$ cat src/rtl/vga_capture_rx.sv
// vga_capture_rx: samples VGA pins in the pixel clock domain and
// streams active pixels as RGB565 beats with recovered coordinates.
module vga_capture_rx #(
  parameter int H_ACTIVE   = 640,
  parameter int V_ACTIVE   = 480,
  parameter bit SYNC_POL   = 1'b0,
  parameter int FIFO_DEPTH = 4
) (
  input  logic        csi_vga_clock_clk,
  input  logic        rsi_vga_reset_reset,
  input  logic        coe_locked_export,
  input  logic [7:0]  coe_vga_red,
  input  logic [7:0]  coe_vga_green,
  input  logic [7:0]  coe_vga_blue,
  input  logic        coe_vga_blank_n,
  input  logic        coe_vga_hsync,
  input  logic        coe_vga_vsync,
  output logic [15:0] aso_pix_data,
  output logic [9:0]  aso_pix_x,
  output logic [9:0]  aso_pix_y,
  output logic        aso_pix_sof,
  output logic        aso_pix_eol,
  output logic        aso_pix_valid,
  input  logic        aso_pix_ready,
  input  logic        avs_stat_clear,
  output logic [15:0] avs_stat_frames,
  output logic        avs_stat_err_ovf,
  output logic        avs_stat_err_geom
);

  localparam int AW = $clog2(FIFO_DEPTH);
  localparam int WW = 38;
  localparam logic [10:0] H11 = 11'(H_ACTIVE);
  localparam logic [10:0] V11 = 11'(V_ACTIVE);
  localparam logic [AW:0] FULL_CNT = (AW+1)'(FIFO_DEPTH);

  typedef enum logic [1:0] {
    SEEK, VBLANK, ACTIVE, HBLANK
  } state_t;

  logic clk;
  logic rst;
  assign clk = csi_vga_clock_clk;
  assign rst = rsi_vga_reset_reset | ~coe_locked_export;

  logic [4:0] r_q;
  logic [5:0] g_q;
  logic [4:0] b_q;
  logic       blank_q;
  logic       hs_q;
  logic       vs_q;
  logic       vs_d;

  always_ff @(posedge clk) begin
    if (rst) begin
      r_q     <= '0;
      g_q     <= '0;
      b_q     <= '0;
      blank_q <= 1'b0;
      hs_q    <= ~SYNC_POL;
      vs_q    <= ~SYNC_POL;
      vs_d    <= ~SYNC_POL;
    end else begin
      r_q     <= coe_vga_red[7:3];
      g_q     <= coe_vga_green[7:2];
      b_q     <= coe_vga_blue[7:3];
      blank_q <= coe_vga_blank_n;
      hs_q    <= coe_vga_hsync;
      vs_q    <= coe_vga_vsync;
      vs_d    <= vs_q;
    end
  end

  // Line boundaries come from blank_n; hsync is sampled but not needed.
  logic unused_bits;
  assign unused_bits = &{1'b0, coe_vga_red[2:0],
                         coe_vga_green[1:0],
                         coe_vga_blue[2:0], hs_q};

  logic vs_lead;
  assign vs_lead = (vs_q == SYNC_POL) && (vs_d != SYNC_POL);

  state_t      state, state_nx;
  logic [9:0]  x, x_nx, y, y_nx;
  logic [9:0]  x_inc, y_inc;
  logic [9:0]  cx, cy;
  logic [10:0] lines;
  logic        cap, in_rng, geom_set, frame_end;

  assign x_inc = (x == 10'h3FF) ? x : x + 10'd1;
  assign y_inc = (y == 10'h3FF) ? y : y + 10'd1;
  assign lines = {1'b0, y} + 11'd1;

  always_comb begin
    state_nx  = state;
    x_nx      = x;
    y_nx      = y;
    cx        = x;
    cy        = y;
    cap       = 1'b0;
    geom_set  = 1'b0;
    frame_end = 1'b0;
    unique case (state)
      SEEK: begin
        if (vs_lead) state_nx = VBLANK;
      end
      VBLANK: begin
        x_nx = '0;
        y_nx = '0;
        cx   = '0;
        cy   = '0;
        if (blank_q) begin
          state_nx = ACTIVE;
          cap      = 1'b1;
          x_nx     = 10'd1;
        end
      end
      ACTIVE: begin
        if (vs_lead) begin
          state_nx  = VBLANK;
          frame_end = 1'b1;
        end else if (blank_q) begin
          cap  = 1'b1;
          x_nx = x_inc;
        end else begin
          state_nx = HBLANK;
          geom_set = ({1'b0, x} != H11);
        end
      end
      HBLANK: begin
        if (vs_lead) begin
          state_nx  = VBLANK;
          frame_end = 1'b1;
        end else if (blank_q) begin
          state_nx = ACTIVE;
          cap      = 1'b1;
          cx       = '0;
          cy       = y_inc;
          x_nx     = 10'd1;
          y_nx     = y_inc;
        end
      end
      default: state_nx = SEEK;
    endcase
    in_rng = ({1'b0, cx} < H11) && ({1'b0, cy} < V11);
    if (cap && !in_rng) geom_set = 1'b1;
    if (frame_end && (lines != V11)) geom_set = 1'b1;
  end

  always_ff @(posedge clk) begin
    if (rst) begin
      state <= SEEK;
      x     <= '0;
      y     <= '0;
    end else begin
      state <= state_nx;
      x     <= x_nx;
      y     <= y_nx;
    end
  end

  logic          wr_v;
  logic [WW-1:0] wr_word;

  always_ff @(posedge clk) begin
    if (rst) begin
      wr_v    <= 1'b0;
      wr_word <= '0;
    end else begin
      wr_v    <= cap & in_rng;
      wr_word <= {r_q, g_q, b_q, cx, cy,
                  (cx == 10'd0) && (cy == 10'd0),
                  ({1'b0, cx} == H11 - 11'd1)};
    end
  end

  logic [WW-1:0] mem [FIFO_DEPTH];
  logic [AW-1:0] wp, rp;
  logic [AW:0]   cnt;
  logic          full, empty, push, pop;

  assign full  = (cnt == FULL_CNT);
  assign empty = (cnt == '0);
  assign pop   = ~empty & aso_pix_ready;
  // A pop frees the slot in the same cycle, so a full FIFO still accepts.
  assign push  = wr_v & (~full | pop);

  always_ff @(posedge clk) begin
    if (push) mem[wp] <= wr_word;
  end

  always_ff @(posedge clk) begin
    if (rst) begin
      wp  <= '0;
      rp  <= '0;
      cnt <= '0;
    end else begin
      if (push) wp <= wp + 1'b1;
      if (pop)  rp <= rp + 1'b1;
      cnt <= cnt + (AW+1)'(push) - (AW+1)'(pop);
    end
  end

  logic [WW-1:0] rd_word;
  assign rd_word       = empty ? '0 : mem[rp];
  assign aso_pix_valid = ~empty;
  assign aso_pix_data  = rd_word[37:22];
  assign aso_pix_x     = rd_word[21:12];
  assign aso_pix_y     = rd_word[11:2];
  assign aso_pix_sof   = rd_word[1];
  assign aso_pix_eol   = rd_word[0];

  logic ovf_set;
  assign ovf_set = wr_v & full & ~pop;

  always_ff @(posedge clk) begin
    if (rst) begin
      avs_stat_frames   <= '0;
      avs_stat_err_ovf  <= 1'b0;
      avs_stat_err_geom <= 1'b0;
    end else begin
      avs_stat_frames   <= avs_stat_frames + 16'(frame_end);
      avs_stat_err_ovf  <= ovf_set |
                           (avs_stat_err_ovf & ~avs_stat_clear);
      avs_stat_err_geom <= geom_set |
                           (avs_stat_err_geom & ~avs_stat_clear);
    end
  end

endmodule

$ cat config.mk
export PLATFORM = sky130hd
export DESIGN_NAME = vga_capture_rx
export DESIGN_NICKNAME = d
export VERILOG_FILES = /design/src/rtl/vga_capture_rx.sv
export SDC_FILE = /design/constraint.sdc
export NUM_CORES = 1
export LEC_CHECK = 0
export ABC_AREA = 1
export CAP_MARGIN = 10
export CORE_MARGIN = 5
export CORE_UTILIZATION = 55
export CTS_CLUSTER_DIAMETER = 80
export DETAILED_ROUTE_END_ITERATION = 7
export PLACE_DENSITY = 0.89
export SYNTH_ARGS = -nofsm -noshare
export SYNTH_HDL_FRONTEND = slang
export SYNTH_SLANG_ARGS = --single-unit
$ cat constraint.sdc
create_clock -name csi_vga_clock_clk -period 3.3 [get_ports csi_vga_clock_clk]
set_input_delay 0.495 -clock csi_vga_clock_clk [delete_from_list [all_inputs] [get_ports csi_vga_clock_clk]]
set_output_delay 0.495 -clock csi_vga_clock_clk [all_outputs]
set_load 0.1 [all_outputs]
# [Word level (Yosys, flattened, before mapping)]
# Memories as Yosys holds them, arrays and structs flattened. A register that Yosys moved wholly into a read port is not among the register bits.
# Cells that the tools add are included.
[word_totals] wordCells=110 memories=1 out_inout_bits=57 ram_bits=152 register_bits=105
[op_classes] muxes=35 n_eq_ne=16 n_lt_le_gt_ge=2 bitwise=17 add_sub_neg=8 reduce_logical=14
[mem_list] name="mem" depth=4 width=38 read_ports=1 rd_clocked_by_memory_dff=1 wr=1 line_no="177" rtl="logic [WW-1:0] mem [FIFO_DEPTH];"
[op_table] op="$mux W10" count=10
[op_table] op="$pmux W10 S2" count=2
[op_table] op="$mux W38" count=1
[op_table] op="$eq A10 B10 Y1 const B" count=3
[op_table] op="$pmux W10 S3" count=1
[op_table] op="$add A10 B1 Y10 const B" count=2
[op_table] op="$logic_not A10 Y1" count=2
[op_table] op="$add A16 B1 Y16" count=1
[op_table] op="$mux W2" count=7
[op_table] op="$mux W1" count=12
[op_table] op="$ne A2 B2 Y1 const B" count=6
[op_table] op="$add A10 B1 Y11 const B" count=1
[op_table] op="$ne A11 B9 Y1 const B" count=1
[op_table] op="$lt A10 B10 Y1 const B" count=1
[op_table] op="$lt A10 B9 Y1 const B" count=1
[op_table] op="$ne A10 B10 Y1 const B" count=1
[op_table] op="$pmux W2 S4" count=1
[op_table] op="$and A1 B1 Y1" count=7
[op_table] op="$not A1 Y1" count=6
[op_table] op="$reduce_and A6 Y1" count=1
[op_table] op="$logic_and A1 B1 Y1" count=5
[op_table] op="$add A2 B1 Y2 const B" count=2
[op_table] op="$eq A2 B2 Y1 const B" count=2
[op_table] op="$or A1 B1 Y1" count=4
[op_table] op="other kinds (12)" count=12

# [Logic depth before layout (Yosys ltp)]
# Gate-level depths: netlist (run 1).
[logic_depth] depth_word=12 ltp_mapped=13 ltp_nobuf=13

# [Worst setup path before layout (run 1)]
# OpenSTA, ideal clock, no wires.
[synth_path] path_type="reg2out" start="register cnt[1]" end="output port aso_pix_data[0]" path_buffers=2 t_required_ns=2.805 t_arrival_ns=3.185 path_stages_with_launch=7 setup_slack_ns=-0.380 cell_sequence="dfxtp_1 > nor2_1 > nand2_1 > inv_1 > clkbuf_1 > clkbuf_1 > a21oi_1"
[synth_between] elab_chain_len=2
[synth_rtl] element="from (decl)" line_no="179" rtl="logic [AW:0] cnt;"
[synth_rtl] element="from (signal assigned)" line_no="200" rtl="cnt <= cnt + (AW+1)'(push) - (AW+1)'(pop);"
[synth_rtl] element="$logic_not A3 Y1" line_no="183" rtl="assign empty = (cnt == '0);"
[synth_rtl] element="$mux W38" line_no="205" rtl="assign rd_word = empty ? '0 : mem[rp];"
[synth_rtl] element="to (decl)" line_no="18" rtl="output logic [15:0] aso_pix_data,"
# Every way passes these cells.

==> results by stage, run 1 <==
GRT:
- The remaining global-route overflow is 0.
- The wire length of the first global-routing pass is approximately 35000 µm.
- The via count of the first global-routing pass is slightly above 7000.
- For this run, the total global-route usage over all layers was measured as a little over a fifth.
- The initial antenna violation count is 0.
- Entering global routing, the biggest net connects 77 pins.

Setup path:
- The kind of launch point of the worst setup path is a flip-flop.
- Among all stages on the critical path, the largest delay is contributed by sky130_fd_sc_hd__buf_4.
- At the worst endpoint, the required time is between 2 and 3 ns.
- Walking the worst path, the cells encountered are buf_4, nor2_1, nor2_1, o21ai_0, a21oi_1, buf_12.
- STA classifies the critical path endpoint as an output port.
- The worst register-to-register path ends at avs_stat_frames[12]$_SDFF_PP0_.
- In this design, the critical path's most frequently occurring cell is sky130_fd_sc_hd__nor2_1.
- The largest incremental delay on the critical path is slightly above 0.6 ns.
- The critical path arrival is ~2.5 ns.
- Setup slack on the worst reg-to-reg path comes out at between 0.9 and 1 ns.
- The critical path start-end classification is reg -> out.
- Of all nets on the critical path, the largest fanout is 76.
- The cell family contributing the most delay on the critical path is buffers and inverters.
- The worst register-to-register path has a depth of 11.
- The worst register-to-register path begins at state[1]$_SDFFE_PP0P_.
- The total buffers and inverters traversed by the critical path is 2.

Worst hold path:
- The path class of the tightest hold or removal check is reg -> reg.
- Counting instances, the worst hold path has a depth of 2.
- The worst hold path endpoint is wr_word[26]$_SDFF_PP0_.
- The critical hold path startpoint is b_q[4]$_SDFF_PP0_.

Clocking:
- The master cell of the clock root buffer is sky130_fd_sc_hd__clkbuf_16.
- The clock net in this run drives a total of roughly 250 sinks.
- The number of gates resized after cts is 0.
- The clock insertion delay at the later pin of the skew report is between 0.5 and 0.6 ns.
- TritonCTS built the clock tree.
- The number of CTS-inserted buffers is 24.
- In this run the number of H-tree levels came out at 1.
- The CTS clock-pin slew for the worst setup and hold paths is ~0.060 ns.
- Hold repair after CTS inserted 0 buffers.
- The longest clock path from root to sink contains 3 buffers.
- In this run the post-CTS setup repair buffer count came out at 0.

Synthesis:
- The average cell area after synthesis is between 10 and 15 µm².
- After synthesis, the largest area contributor takes up 46.7% of total cell area.
- The net count after synthesis is approximately 1000.
- The post-synthesis cell type count is 37.
- The post-synthesis instance total is 972.
- The number of synthesis warnings is 0.
- The sequential element share of the synthesized area is between 60% and 70%.
- Ranked by total cell area, the synthesized netlist is headed by sky130_fd_sc_hd__edfxtp_1 47%, sky130_fd_sc_hd__dfxtp_1 20%, sky130_fd_sc_hd__nor2_1 9.9%.
- The number of flip-flops and latches in the synthesized netlist is about 250.
- Summing every instance area after synthesis gives between 0.009 and 0.01 mm².
- Summed over all instances, the cell type with the most area after synthesis is sky130_fd_sc_hd__edfxtp_1.

STA:
- The number of hold violations in the final report is 0.
- The final setup skew is 0.0116 ns.
- The final cycle utilization of the critical path is roughly nine tenths.
- The pin slew with the least headroom to its limit is ~0.99 ns.
- In the final timing run, aggregate negative setup slack is 0 ns.
- The final count of pins violating max slew is 0.
- For the finished layout, the period the worst path requires is ~3.0 ns.
- The worst slew slack as a fraction of its limit is about a third.
- Timing would allow up to between 0.3 and 0.4 GHz.
- The worst hold margin is ~0.41 ns.
- Setup repair after global routing left no endpoint under its margin.
- Setup violations remaining at the end of the flow were counted as 0.

Route:
- The residual antenna-violating net count after detailed routing is 0.
- In this run, the number of DRC markers left after iteration 0 of detailed routing was 633.
- Using the TritonRoute via totals, the vias-per-cell ratio works out to between 5 and 6.
- The post-detailed-route wirelength per cell is approximately 16 µm.
- The overall via count from detail_route is 7075.
- For this run, design rule violations remaining after detail routing come to 0.
- The final routed wirelength across all metal layers is roughly 21000 µm.
- The iteration count of the initial detailed-routing pass is 6.

Final layout:
- The proportion of layout cells with a drive suffix above 1 is between 10% and 20%.
- The post-layout net count is ~1100.
- The most common cell after layout, fill and taps aside is sky130_fd_sc_hd__nor2_1.
- The count of filler cells inserted in the layout is about 1100.
- The number of diodes is 0.
- The signed area change from the synthesized netlist to the final layout is 23.4%.
- The utilization after layout is 69.5%.
- In the layout the commonest cells are 255 x sky130_fd_sc_hd__nor2_1, 152 x sky130_fd_sc_hd__edfxtp_1, 98 x sky130_fd_sc_hd__inv_1, 98 x sky130_fd_sc_hd__o21ai_0, 96 x sky130_fd_sc_hd__dfxtp_1.

Run:
- The number of maximum-capacitance constraint violations is 0.

Floorplanning:
- The die footprint is slightly above 0.02 mm².
- Measured along the y axis, the die boundary spans approximately 140 µm.
- Measured along the x axis, the die boundary spans ~140 µm.
- Row generation in the floorplan step produced 48 rows.
- The effective utilization at floorplan is 56.4%.
- The top-level I/O count is ~90.
- The total area inside the core boundary comes to around 0.017 mm².

Placed design:
- During placement, the flow inserted port buffers numbering between 70 and 80.
- At the end of routability-driven placement, the weighted congestion stood at between 0.8 and 0.9.
- The HPWL after detailed placement is ~13000 µm.

Power and ir drop:
- The power density of the placed cells is slightly above 500 mW/mm².
- Total power for the finished layout comes to about 0.0061 W.
- The worst vdd rail ir drop is approximately 0.43 mV.
- The leakage power figure is between 4 and 5 nW.

Run status:
- The run finished with clean final reports.
worst max path at each step:
stage / start / end / slack, ns / cells after the start
detailed placement: aso_pix_ready / cnt[2]$_SDFF_PP0_ / 0.57 / 11
floorplan: cnt[1]$_SDFF_PP0_ / aso_pix_data[0] / -0.38 / 6
global route: flip-flop / aso_pix_data[12] / 0.12 / 6
global placement: aso_pix_ready / cnt[2]$_SDFF_PP0_ / 0.70 / 11
finish: flip-flop / aso_pix_data[12] / 0.27 / 6
CTS: flip-flop / aso_pix_data[12] / 0.29 / 6
per-layer routing:
layer	track usage [%]	share of wire, %	wire length, µm	up-vias
met4	9.81	3.8	806	0
met1	25.7	39	8300	3329
met2	36.9	51	10900	283
met3	3.39	6.7	1420	64
li1	-	-	-	3399
met5	0	0	0	-
Yosys cell counts (all sizes together):
cell / instances
a2111oi: 1
a211oi: 2
a21oi: 62
a31oi: 4
buf: 9
clkbuf: 28
clkinv: 1
dfxtp: 97
edfxtp: 152
fa: 1
ha: 11
inv: 103
nand2: 63
nand3: 23
nand4: 10
nor2: 266
nor3: 23
nor3b: 1
nor4: 2
o211ai: 1
o21a: 1
o21ai: 102
o21bai: 1
o41ai: 1
or2: 2
xnor2: 1
xor2: 4
state kept, by name, indices dropped and copies added, names as in the netlist, named ones only:
name	count
vs_d	1
avs_stat_frames	16
b_q	5
x	10
r_q	5
y	9
vs_q	1
avs_stat_err_geom	1
cnt	3
mem	152
wr_word	29
state	2
blank_q	1
avs_stat_err_ovf	1
rp	2
g_q	6
wr_v	1
wp	2
per-stage QoR:
step / setup WS [ns] / instance area, µm² / cells
5_1_grt: 0.120 / 12100 / 1297
3_3_place_gp: 0.698 / 11300 / 1253
6_report: 0.271 / 12100 / 1297
4_1_cts: 0.287 / 12100 / 1297
3_5_place_dp: 0.568 / 11300 / 1253
2_1_floorplan: -0.380 / 9820 / 972
worst reg2reg max path: stages (launching register included):
cell and delay, ns:
sky130_fd_sc_hd__dfxtp_1 0.39, sky130_fd_sc_hd__inv_1 0.11, sky130_fd_sc_hd__nor2_1 0.32, sky130_fd_sc_hd__ha_1 0.24, sky130_fd_sc_hd__ha_1 0.17, sky130_fd_sc_hd__nand2_1 0.10
sky130_fd_sc_hd__nor3_2 0.26, sky130_fd_sc_hd__nand3_1 0.17, sky130_fd_sc_hd__nor3_2 0.23, sky130_fd_sc_hd__xor2_1 0.16, sky130_fd_sc_hd__inv_1 0.05, sky130_fd_sc_hd__nor2_1 0.08
power breakdown:
| part | internal, W | total, W | switching [W] |
|---|---|---|---|
| Sequential | 0.00328 | 0.00329 | 0.00000844 |
| Clock | 0.00163 | 0.00273 | 0.00110 |
| Combinational | 0.0000396 | 0.0000930 | 0.0000533 |
| Total | 0.00495 | 0.00612 | 0.00117 |
cell families (layout without fill, tap and decap cells):
family / count (synthesis) / in the layout / synth area share (%)
flip-flops: 249 / 249 / 66.5
buffers and inverters: 141 / 241 / 5.47
AND/OR/NAND/NOR: 390 / 390 / 16.7
AO/OA/AOI/OAI: 175 / 175 / 9.21
XOR/XNOR: 5 / 5 / 0.448
adder cells (fa/ha/maj): 12 / 12 / 1.61
cell type report:
type / instances / area, µm² / area share (%)
Timing Repair Buffer: 93 / 1280 / 10.6
Multi-Input combinational cell: 582 / 2810 / 23.3
Inverter: 104 / 390 / 3.23
Clock buffer: 34 / 699 / 5.80
Sequential cell: 249 / 6510 / 53.9
Clock inverter: 10 / 101 / 0.840
Tap cell: 225 / 282 / 2.33
No activity file was read; power rests on OpenSTA's default activity.
==> run 2: changes to the inputs <==
- CORE_UTILIZATION: 55 -> 30
- PLACE_DENSITY: 0.89 -> 0.59
==> run 2 against run 1 <==
Compared with the run above:
- wire length up 0.95%
- critical endpoint is now aso_pix_x[8]
- critical path depth unchanged
- power up 3.7%
- global-route usage down 9.4 points
- cell count up 17%
- sequential power about the same
- setup slack better by 0.18 ns
- utilization down 31 points
- clock power up 8.4%
- maximum frequency up 6.2%
- combinational power down 1%
- first-iteration DRC count down 42%
==> results by stage, run 2 (synthesis results as in run 1) <==
Run status:
- The run finished with clean final reports.

STA:
- For this run, the top clock speed supported by timing is 0.351 GHz.
- At the pin with the least slew margin, the transition time is a little under 1 ns.
- The final setup TNS is 0 ns.
- The post-route minimum period is ~2.9 ns.
- The final cycle utilization of the critical path is between 80% and 90%.
- The post-layout worst setup margin is 0.447 ns.
- The worst slew slack as a fraction of its limit is 35.2%.
- The final count of pins violating max slew was 0.
- Setup repair after global routing left no endpoint under its margin.
- Between clock sinks in the finished design, the worst skew comes to roughly 0.020 ns.
- Setup violations remaining at the end of the flow were counted as 0.
- The number of hold violations in the final report is 0.

Worst hold path:
- The worst hold path begins at b_q[2]$_SDFF_PP0_.
- The path class of the tightest hold or removal check is reg -> reg.

Final layout:
- The most common cell after layout, fill and taps aside is sky130_fd_sc_hd__nor2_1.
- In the final layout, the registers with the most flip-flops are mem (152), wr_word (29), avs_stat_frames (16).
- The final layout contains between 1000 and 1500 nets.
- The number of flip-flops in the largest register is around 150.
- The number of diodes is 0.
- The filler-free cell count of the finished design is ~1500.
- Compared with the post-synthesis result, the final layout area differs by 27.5%.
- The proportion of layout cells with a drive suffix above 1 is between 10% and 20%.
- The largest register by flop count is mem.
- In the layout the commonest cells are 255 x sky130_fd_sc_hd__nor2_1, 152 x sky130_fd_sc_hd__edfxtp_1, 98 x sky130_fd_sc_hd__o21ai_0, 97 x sky130_fd_sc_hd__inv_1, 96 x sky130_fd_sc_hd__dfxtp_1.

Placed design:
- The port buffer count is about 80.
- The worst slack after detailed placement is between 0.5 and 0.6 ns.
- Routability-driven placement finished with a final weighted congestion of approximately 0.85.
- Once placement completed, the tool counted placed cells totaling roughly 1500.
- Detailed placement finished with a half-perimeter wire length of 13100 µm.

Route:
- The number of vias per cell is between 4 and 5.
- The iteration count of the initial detailed-routing pass is 7.
- The number of design rule violations left after detail routing is 0.
- The overall via count from detail_route is between 6000 and 7000.
- The post-detailed-route wirelength per cell is 14.2 µm.
- The residual antenna-violating net count after detailed routing is 0.
- In this run, the number of DRC markers left after iteration 0 of detailed routing was 367.
- The final routed wirelength across all metal layers is around 22000 µm.

Floorplanning:
- The y dimension of the die is roughly 190 µm.
- The count of standard-cell rows is between 60 and 70.
- The placeable core area is between 0.03 and 0.04 mm².
- For this configuration, the core starts out at a cell density of about 30%.
- The top-level I/O count is approximately 90.
- The die covers ~0.036 mm².
- The die boundary width is 191 µm.

Clocking:
- After clock tree synthesis, the repair step resized 0 gates.
- The number of levels the H-tree was split into is 1.
- For this design, the CTS-stage hold fixing added 0 buffers.
- CTS placed an instance of sky130_fd_sc_hd__clkbuf_16 at the clock tree root.
- After clock tree synthesis, the clock-pin slew on the worst setup and hold paths is 0.06 ns.
- The clock passes through at most 3 buffers.
- The TritonCTS clock tree is built.
- After clock tree synthesis, the setup repair step added 0 buffers.
- The clock insertion delay at the later pin of the skew report is between 0.5 and 0.6 ns.
- The tree built by TritonCTS fans out to about 250 sinks.
- The number of CTS-inserted buffers is 27.

Power and ir drop:
- In this run the static leakage power is roughly 4.4 nW.
- The internal power is between 0.005 and 0.006 W.
- Dividing total power by cell area gives a power density of a little over 500 mW/mm².
- The switching power is around 0.0013 W.
- Of the total power, combinational logic draws approximately 1.4%.
- The share of total power in the clock network is a little under half.
- The fraction of power spent switching nets is approximately a fifth.
- The fraction of power consumed by sequential logic is between 50% and 60%.
- Power comes to approximately 0.0063 W.
- The worst vdd rail ir drop is 0.340 mV.

Setup path:
- Data on the critical path is required at its endpoint by roughly 2.8 ns.
- STA classifies the critical path startpoint as a flip-flop.
- The signal on the critical path passes through inv_1, buf_4, nor2_1, o21ai_0, a21oi_1, buf_12.
- The startpoint identified for the worst register-to-register timing path is state[1]$_SDFFE_PP0P_.
- The worst flop-to-flop path endpoint is avs_stat_frames[13]$_SDFF_PP0_.
- The capture point of the worst path is aso_pix_x[8].
- In this run the worst path has a maximum fanout of 21.
- The register-to-register path setup slack is roughly 0.94 ns.
- The number of cell instances on the worst register-to-register path is 12.
- In this design, the stage delay of the slowest critical-path cell is approximately 0.37 ns.
- The endpoint kind of the worst setup timing path is an output port.
- Data on the critical path arrives at its endpoint at around 2.4 ns.
- The critical path start-end classification is reg -> out.
- Among all stages on the critical path, the largest delay is contributed by sky130_fd_sc_hd__inv_1.

GRT:
- The initial antenna violation count was 0.
- The remaining global-route overflow is 0.
- The pin count of the biggest net entering global routing is 77.
- Global routing consumed, over all layers together, a little under an eighth of the routing resources.
- The via count of the first global-routing pass is between 6000 and 7000.
- The wire length of the first global-routing pass is between 30000 and 40000 µm.

Run:
- The number of maximum-capacitance constraint violations is 0.
-- run 2: power by group through the flow --
stage | Sequential [W] | Combinational [W] | Clock [W]
2_1_floorplan | 0.00335 | 0.0000479 | 0
6_report | 0.00329 | 0.0000917 | 0.00296
5_1_grt | 0.00329 | 0.000103 | 0.00317
3_3_place_gp | 0.00336 | 0.0000930 | 0
3_5_place_dp | 0.00336 | 0.0000935 | 0
4_1_cts | 0.00329 | 0.0000942 | 0.00304
-- run 2: worst max-delay path, delay by kind of cell, from the launching register on --
family,cells,cell delay [ns]
AOI/OAI and AO/OA,2,0.43
buffers and inverters,3,0.94
DFF,1,0.34
and+or+nand+nor,1,0.10
-- run 2: stage by stage --
step	hold slack, ns	util [%]	cell area (µm²)
6_report	0.399	38.5	12500
5_1_grt	0.414	38.5	12500
4_1_cts	0.397	38.5	12500
3_5_place_dp	0.400	35.8	11600
3_3_place_gp	0.399	35.8	11600
2_1_floorplan	0.394	-	9820
-- run 2: area by class of cell --
class / instances / area (µm²)
Clock buffer: 31 / 721
Clock inverter: 19 / 173
Fill cell: 3201 / 19900
Inverter: 104 / 390
Multi-Input combinational cell: 582 / 2810
Sequential cell: 249 / 6510
Tap cell: 442 / 553
Timing Repair Buffer: 94 / 1320
-- run 2: layer usage --
layer / wire [µm] / part of all wire [%] / vias to the layer above / global-route usage (%)
met3: 986 / 4.6 / 27 / 2.36
li1: - / - / 3418 / -
met5: 0 / 0 / - / 0
met1: 9880 / 46 / 3178 / 15.4
met4: 398 / 1.8 / 0 / 2.79
met2: 10300 / 48 / 128 / 19.9
-- run 2: worst min path at each step --
stage,end,slack [ns],depth (start not counted)
2_1_floorplan,wr_word[22]$_SDFF_PP0_,0.39,2
3_3_place_gp,wr_word[25]$_SDFF_PP0_,0.40,2
3_5_place_dp,wr_word[24]$_SDFF_PP0_,0.40,2
4_1_cts,wr_word[24]$_SDFF_PP0_,0.40,2
5_1_grt,wr_word[24]$_SDFF_PP0_,0.41,2
6_report,wr_word[24]$_SDFF_PP0_,0.40,2
